===== src/rtl/hazard_scoreboard_if.sv =====
// Decode-side hazard/forwarding bus: issue record, operand lookups and the
// resulting forward selects, stall and stall statistics.
interface hazard_scoreboard_if #(
  parameter int unsigned NUM_STAGES = 3,
  parameter int unsigned NUM_SRC    = 2,
  parameter int unsigned REG_W      = 5,
  parameter int unsigned CNT_W      = 32
);
  localparam int unsigned SEL_W = $clog2(NUM_STAGES + 1);
  localparam int unsigned RS_W  = (NUM_STAGES > 1) ? $clog2(NUM_STAGES) : 1;

  logic                       advance;
  logic [NUM_STAGES-1:0]      flush_mask;
  logic                       issue_valid;
  logic                       issue_we;
  logic [REG_W-1:0]           issue_rd;
  logic [RS_W-1:0]            issue_ready_stage;
  logic [NUM_SRC-1:0]         src_valid;
  logic [NUM_SRC*REG_W-1:0]   src_reg;
  logic                       stat_clear;
  logic [NUM_SRC*SEL_W-1:0]   fwd_sel;
  logic                       stall;
  logic                       issue_accept;
  logic [CNT_W-1:0]           stall_cycles;

  modport master (
    output advance, flush_mask, issue_valid, issue_we, issue_rd,
           issue_ready_stage, src_valid, src_reg, stat_clear,
    input  fwd_sel, stall, issue_accept, stall_cycles
  );

  modport slave (
    input  advance, flush_mask, issue_valid, issue_we, issue_rd,
           issue_ready_stage, src_valid, src_reg, stat_clear,
    output fwd_sel, stall, issue_accept, stall_cycles
  );
endinterface


===== src/rtl/hazard_scoreboard.sv =====
// Tracks in-flight register writes from EX to WB; picks the youngest producer
// per source operand to forward from, or stalls decode until it is ready.
module hazard_scoreboard #(
  parameter int unsigned NUM_STAGES = 3,
  parameter int unsigned NUM_SRC    = 2,
  parameter int unsigned REG_W      = 5,
  parameter int unsigned CNT_W      = 32
) (
  input  logic                clk,
  input  logic                rst,
  hazard_scoreboard_if.slave  bus
);
  localparam int unsigned SEL_W = $clog2(NUM_STAGES + 1);
  localparam int unsigned RS_W  = (NUM_STAGES > 1) ? $clog2(NUM_STAGES) : 1;

  typedef struct packed {
    logic             valid;
    logic [REG_W-1:0] rd;
    logic [RS_W-1:0]  rdy;
  } rec_t;

  rec_t                     rec_q [NUM_STAGES];
  rec_t                     rec_d [NUM_STAGES];
  logic [CNT_W-1:0]         stall_cnt_q;
  logic [CNT_W-1:0]         stall_cnt_d;
  logic [NUM_SRC*SEL_W-1:0] fwd_sel_c;
  logic [NUM_SRC-1:0]       blocked_c;
  logic                     stall_c;
  logic                     issue_accept_c;

  // Operand lookup: scan oldest to youngest so the youngest match overwrites.
  always_comb begin
    fwd_sel_c = '0;
    blocked_c = '0;
    for (int i = 0; i < NUM_SRC; i++) begin
      if (bus.src_valid[i] && (bus.src_reg[i*REG_W +: REG_W] != '0)) begin
        for (int s = NUM_STAGES - 1; s >= 0; s--) begin
          if (rec_q[s].valid && (rec_q[s].rd == bus.src_reg[i*REG_W +: REG_W])) begin
            if (s >= int'(rec_q[s].rdy)) begin
              fwd_sel_c[i*SEL_W +: SEL_W] = SEL_W'(s + 1);
              blocked_c[i]                = 1'b0;
            end else begin
              fwd_sel_c[i*SEL_W +: SEL_W] = '0;
              blocked_c[i]                = 1'b1;
            end
          end
        end
      end
    end
  end

  assign stall_c        = bus.issue_valid && (|blocked_c);
  assign issue_accept_c = bus.advance && bus.issue_valid && !stall_c;

  // Shift on advance, insert the accepted issue (or a bubble), then flush.
  always_comb begin
    for (int s = 0; s < NUM_STAGES; s++) begin
      rec_d[s] = rec_q[s];
    end
    if (bus.advance) begin
      for (int s = 1; s < NUM_STAGES; s++) begin
        rec_d[s] = rec_q[s-1];
      end
      rec_d[0].valid = issue_accept_c && bus.issue_we && (bus.issue_rd != '0);
      rec_d[0].rd    = bus.issue_rd;
      rec_d[0].rdy   = bus.issue_ready_stage;
    end
    for (int s = 0; s < NUM_STAGES; s++) begin
      if (bus.flush_mask[s]) begin
        rec_d[s].valid = 1'b0;
      end
    end
  end

  // Saturating stall counter; clear has priority over an increment.
  always_comb begin
    stall_cnt_d = stall_cnt_q;
    if (bus.stat_clear) begin
      stall_cnt_d = '0;
    end else if (bus.advance && stall_c && (stall_cnt_q != {CNT_W{1'b1}})) begin
      stall_cnt_d = stall_cnt_q + CNT_W'(1);
    end
  end

  always_ff @(posedge clk or negedge rst) begin
    if (!rst) begin
      for (int s = 0; s < NUM_STAGES; s++) begin
        rec_q[s] <= '0;
      end
      stall_cnt_q <= '0;
    end else begin
      for (int s = 0; s < NUM_STAGES; s++) begin
        rec_q[s] <= rec_d[s];
      end
      stall_cnt_q <= stall_cnt_d;
    end
  end

  assign bus.fwd_sel      = fwd_sel_c;
  assign bus.stall        = stall_c;
  assign bus.issue_accept = issue_accept_c;
  assign bus.stall_cycles = stall_cnt_q;
endmodule


===== src/flat_wrapper.sv =====
// flat-port wrapper written by rule: the top's interface ports become plain ports
module hazard_scoreboard_flat 
#(
  parameter int unsigned NUM_STAGES = 3,
  parameter int unsigned NUM_SRC    = 2,
  parameter int unsigned REG_W      = 5,
  parameter int unsigned CNT_W      = 32
)
  (clk, rst, bus_advance, bus_flush_mask, bus_issue_valid, bus_issue_we, bus_issue_rd, bus_issue_ready_stage, bus_src_valid, bus_src_reg, bus_stat_clear, bus_fwd_sel, bus_stall, bus_issue_accept, bus_stall_cycles);
  hazard_scoreboard_if #(.NUM_STAGES(NUM_STAGES), .NUM_SRC(NUM_SRC), .REG_W(REG_W), .CNT_W(CNT_W)) bus_i ();
  input  logic clk;
  input  logic rst;
  input wire logic [$bits(bus_i.advance)-1:0] bus_advance;
  input wire logic [$bits(bus_i.flush_mask)-1:0] bus_flush_mask;
  input wire logic [$bits(bus_i.issue_valid)-1:0] bus_issue_valid;
  input wire logic [$bits(bus_i.issue_we)-1:0] bus_issue_we;
  input wire logic [$bits(bus_i.issue_rd)-1:0] bus_issue_rd;
  input wire logic [$bits(bus_i.issue_ready_stage)-1:0] bus_issue_ready_stage;
  input wire logic [$bits(bus_i.src_valid)-1:0] bus_src_valid;
  input wire logic [$bits(bus_i.src_reg)-1:0] bus_src_reg;
  input wire logic [$bits(bus_i.stat_clear)-1:0] bus_stat_clear;
  output wire logic [$bits(bus_i.fwd_sel)-1:0] bus_fwd_sel;
  output wire logic [$bits(bus_i.stall)-1:0] bus_stall;
  output wire logic [$bits(bus_i.issue_accept)-1:0] bus_issue_accept;
  output wire logic [$bits(bus_i.stall_cycles)-1:0] bus_stall_cycles;
  assign bus_i.advance = bus_advance;
  assign bus_i.flush_mask = bus_flush_mask;
  assign bus_i.issue_valid = bus_issue_valid;
  assign bus_i.issue_we = bus_issue_we;
  assign bus_i.issue_rd = bus_issue_rd;
  assign bus_i.issue_ready_stage = bus_issue_ready_stage;
  assign bus_i.src_valid = bus_src_valid;
  assign bus_i.src_reg = bus_src_reg;
  assign bus_i.stat_clear = bus_stat_clear;
  assign bus_fwd_sel = bus_i.fwd_sel;
  assign bus_stall = bus_i.stall;
  assign bus_issue_accept = bus_i.issue_accept;
  assign bus_stall_cycles = bus_i.stall_cycles;
  hazard_scoreboard #(.NUM_STAGES(NUM_STAGES), .NUM_SRC(NUM_SRC), .REG_W(REG_W), .CNT_W(CNT_W)) u_core (.clk(clk), .rst(rst), .bus(bus_i));
endmodule

===== config.mk =====
export PLATFORM = sky130hd
export DESIGN_NAME = hazard_scoreboard_flat
export DESIGN_NICKNAME = d
export VERILOG_FILES = /design/src/rtl/hazard_scoreboard_if.sv /design/src/rtl/hazard_scoreboard.sv /design/src/flat_wrapper.sv
export SDC_FILE = /design/constraint.sdc
export NUM_CORES = 1
export LEC_CHECK = 0
export BUFFER_PORTS_ARGS = -buffer_cell sky130_fd_sc_hd__buf_4
export CAP_MARGIN = 5
export CELL_PAD_IN_SITES_DETAIL_PLACEMENT = 1
export CELL_PAD_IN_SITES_GLOBAL_PLACEMENT = 1
export CORE_ASPECT_RATIO = 0.7
export CORE_MARGIN = 5
export CORE_UTILIZATION = 40
export CTS_BUF_LIST = sky130_fd_sc_hd__clkbuf_4 sky130_fd_sc_hd__clkbuf_8 sky130_fd_sc_hd__clkbuf_16
export DETAILED_ROUTE_END_ITERATION = 12
export PLACE_DENSITY = 0.77
export SLEW_MARGIN = 10
export SYNTH_ARGS = -nofsm -noshare
export SYNTH_HDL_FRONTEND = slang
export SYNTH_SLANG_ARGS = --single-unit

===== constraint.sdc =====
create_clock -name clk -period 2.6 [get_ports clk]
set_input_delay 0.13 -clock clk [delete_from_list [all_inputs] [get_ports clk]]
set_output_delay 0.13 -clock clk [all_outputs]
set_load 0.03 [all_outputs]

==> qor.txt <==
Clk_lat worst skew -> 290 ps
Met1 Usage GRT -> 27.15%
R2R setup slack -> 100 ps
Largest family of logic cells by synthesized area -> simple AND/OR/NAND/NOR gates
First-pass GRT wire length -> 16140 um
Die Area -> 0.01045 mm^2
Final GP Congestion -> 0.8440
Synth Area in Compound Gates -> 10.21%
FF+latch count, synth -> 56
Cells on worst reg2reg path -> 7
N_diodes -> 0
Mux contribution to synthesized area -> 10.84%
Overall Power -> 2041 uW
Vias per cell -> 5.752
Antenna violations before repair -> 0
Yosys warning count -> 0
Cell row count -> 28
Largest net degree at the start of global routing -> 57
Worst slew pin tran -> 735.6 ps
Synth Net Count -> 377
Synth async-reset ratio -> 100.0%
Root buffer cell -> clkbuf_16
CTS tree -> built
CTS buffer count -> 5
Tightest Hold Check Type -> primary input to flip-flop
Synth Area in XOR/XNOR -> 7.743%
WP data arrival -> 2450 ps
Adder-cell share of the synthesized area -> 0.3687%
Global routing met3 resource utilization -> 2.727%
Pleak -> 0.001805 uW
Primary FF master, synth -> dfrtp_1
Final Non-Filler Cells -> 517
Clock Tree Buf Depth -> 2
DRC -> 0
Routed WL -> 9721 um
Critical R2R Capture -> u_core.bus.stall_cycles[28]
Initial Util -> 40.53%
GRT met2 Usage -> 31.14%
Crit start category -> flip-flop
WHS Path Cells -> 2
Reg clk slew, reported paths -> 70 ps
Routed vias -> 2974
Slew Limit Fails -> 0
Pwr per Cell Area -> 484.2 mW/mm^2
Worst Hold End -> u_core.rec_q[16]
Total gr overflow -> 0
Busiest layer in global routing -> met2
Layout cells sized above 1 -> 27.91%
Tmin final -> 2581 ps
CTS sink count -> 56
Max Freq -> 387.4 MHz
Cells after Synth -> 348
Die height -> 87.06 um
Yosys cell types -> 43
Reg-to-reg startpoint -> u_core.bus.stall_cycles[3]
Critical path class -> flip-flop to primary output
RSZ-0062 raised after global routing -> yes
Core Area -> 0.008373 mm^2
Fillcell total -> 961
Final Cycle Share -> 99.27%
Final hold slack -> 70.14 ps
Top Ports -> 66
Worst EP required -> 2470 ps
Final setup vio count -> 0
Wirelength per Cell -> 18.80 um
Max Cap Viol -> 0
Syn_area_per_cell -> 9.751 um^2
Chip width -> 120.1 um
Violation count after the first detailed-routing iteration -> 156
Slew headroom -> 50.96%
Placed Cells -> 503
Hold Crit Start -> bus_issue_ready_stage[0]
HPWL Detailed -> 6986 um
IO buf count -> 65
Antenna violation net count after detailed routing -> 0
H-tree depth -> 2
Peak supply drop -> 0.2819 mV
Vias in the first global route -> 3139
Outcome -> complete, no violations
Post-Syn Area -> 0.003393 mm^2
Register area share after synthesis -> 41.30%
Layout area overhead -> 24.23%
Post-Synth Simple-Gate Area -> 25.92%
Post-synth EDFFs -> 0
Total GRT Usage -> 19.02%
Final hold violation count -> 0
CP startpoint -> u_core.rec_q[13]
CP Max Fanout -> 25
Drt first pass iters -> 4
Critical path endpoint category -> primary output
Final nets -> 440
Fin Clk Skew -> 4.993 ps
[kinds of logic after synthesis]
kind of cell / Yosys count
AOI/OAI and AO/OA: 57
xor gates and xnor gates: 30
adders and majority gates: 1
buffers and inverters: 23
DFF: 56
muxes: 33
and+or+nand+nor: 148
[report_power, final]
group | internal, uW | switching, uW
logic | 133 | 138
registers | 921 | 63.8
clock network | 465 | 321
[registers in the layout (all words and copies together), names as in the netlist]
| name | count |
|---|---|
| u_core.rec_q | 24 |
| u_core.bus.stall_cycles | 32 |
[final cells by class]
class	instances	area [um^2]	area share [%]
multi-input cells	269	1879	44.58
flip-flops and latches	56	1404	33.30
repair buffers	77	625.6	14.84
clock buffers	6	132.6	3.146
well taps	105	131.4	3.117
clock inverters	2	35.03	0.8311
inverters	2	7.507	0.1781
[cell usage in the layout (no fill, tap or decap), types with 2 or more instances in the layout]
master / instances
nor3_1: 9
and4_1: 5
or3_1: 13
o2111ai_1: 2
nand2_1: 10
or4_1: 13
nor2b_1: 10
mux2_1: 9
xor2_1: 23
dfrtp_1: 54
mux2i_1: 3
dfrtp_2: 2
mux2_2: 21
and3_1: 8
xnor2_1: 7
nand4_1: 17
inv_1: 2
a21oi_1: 26
buf_4: 71
nor2_1: 25
dlygate4sd3_1: 4
nor4_1: 5
and2_1: 5
nand3_1: 16
o31ai_1: 10
clkbuf_16: 5
o21ai_0: 14
[synth_stat cells, types with 2 or more instances]
cell,instances,share of area [%]
a21oi_1,26,3.8
and2_1,5,0.92
and3_1,9,1.7
and4_1,5,1.3
buf_2,5,0.74
buf_4,2,0.44
buf_6,3,1.0
clkbuf_1,10,1.1
dfrtp_1,56,41
inv_1,2,0.22
mux2_1,9,3.0
mux2_2,21,7.0
mux2i_1,3,0.88
nand2_1,11,1.2
nand3_1,16,2.4
nand4_1,17,3.1
nor2_1,25,2.8
nor2b_1,10,1.8
nor3_1,9,1.3
nor4_1,6,1.1
o2111ai_1,2,0.52
o21ai_0,14,2.1
o31ai_1,10,2.2
or3_1,13,2.4
or4_1,13,2.9
xnor2_1,7,1.8
xor2_1,23,5.9
[worst max-delay path, cell delays in order (launching register included)]
cell	delay [ps]
dfrtp_2	450
xor2_1	190
or3_1	390
o2111ai_1	230
nand3_1	150
a22oi_4	240
buf_12	200
and2_1	150
buf_4	160
[per-layer routing]
metal | wire (um) | share of wire [%]
met2 | 4488 | 46
met5 | 0 | 0
met3 | 212 | 2.2
met4 | 87 | 0.89
met1 | 4933 | 51
[worst max-delay path by stage]
stage,endpoint,slack (ps),cells past startpoint
2_1_floorplan,u_core.bus.stall_cycles[22],320,8
3_3_place_gp,u_core.bus.stall_cycles[12],190,6
3_5_place_dp,u_core.bus.stall_cycles[31],100,8
4_1_cts,bus_issue_accept,10,8
5_1_grt,bus_issue_accept,-30,8
6_report,bus_issue_accept,20,8
[what timing repair did]
item,in CTS,in global routing
setup buffers,0,1
hold buffers,4,0
cloned,1,0
hold endpoints to repair,59,0
pin swaps,0,1
gates resized for setup,1,4
setup endpoints to repair,2,12
[through the flow]
| step | cell area (um^2) | TNS, ps | worst slack (ps) | utilization (%) |
|---|---|---|---|---|
| finish | 4215 | 0 | 18.97 | 50.34 |
| global route | 4215 | -32.33 | -30.76 | 50.34 |
| CTS | 4202 | 0 | 13.57 | 50.18 |
| detailed placement | 3955 | 0 | 100.0 | 47.24 |
| global placement | 3955 | 0 | 192.0 | 47.24 |
| floorplan | 3393 | 0 | 322.8 | - |
(Power assumes the default switching activity.)
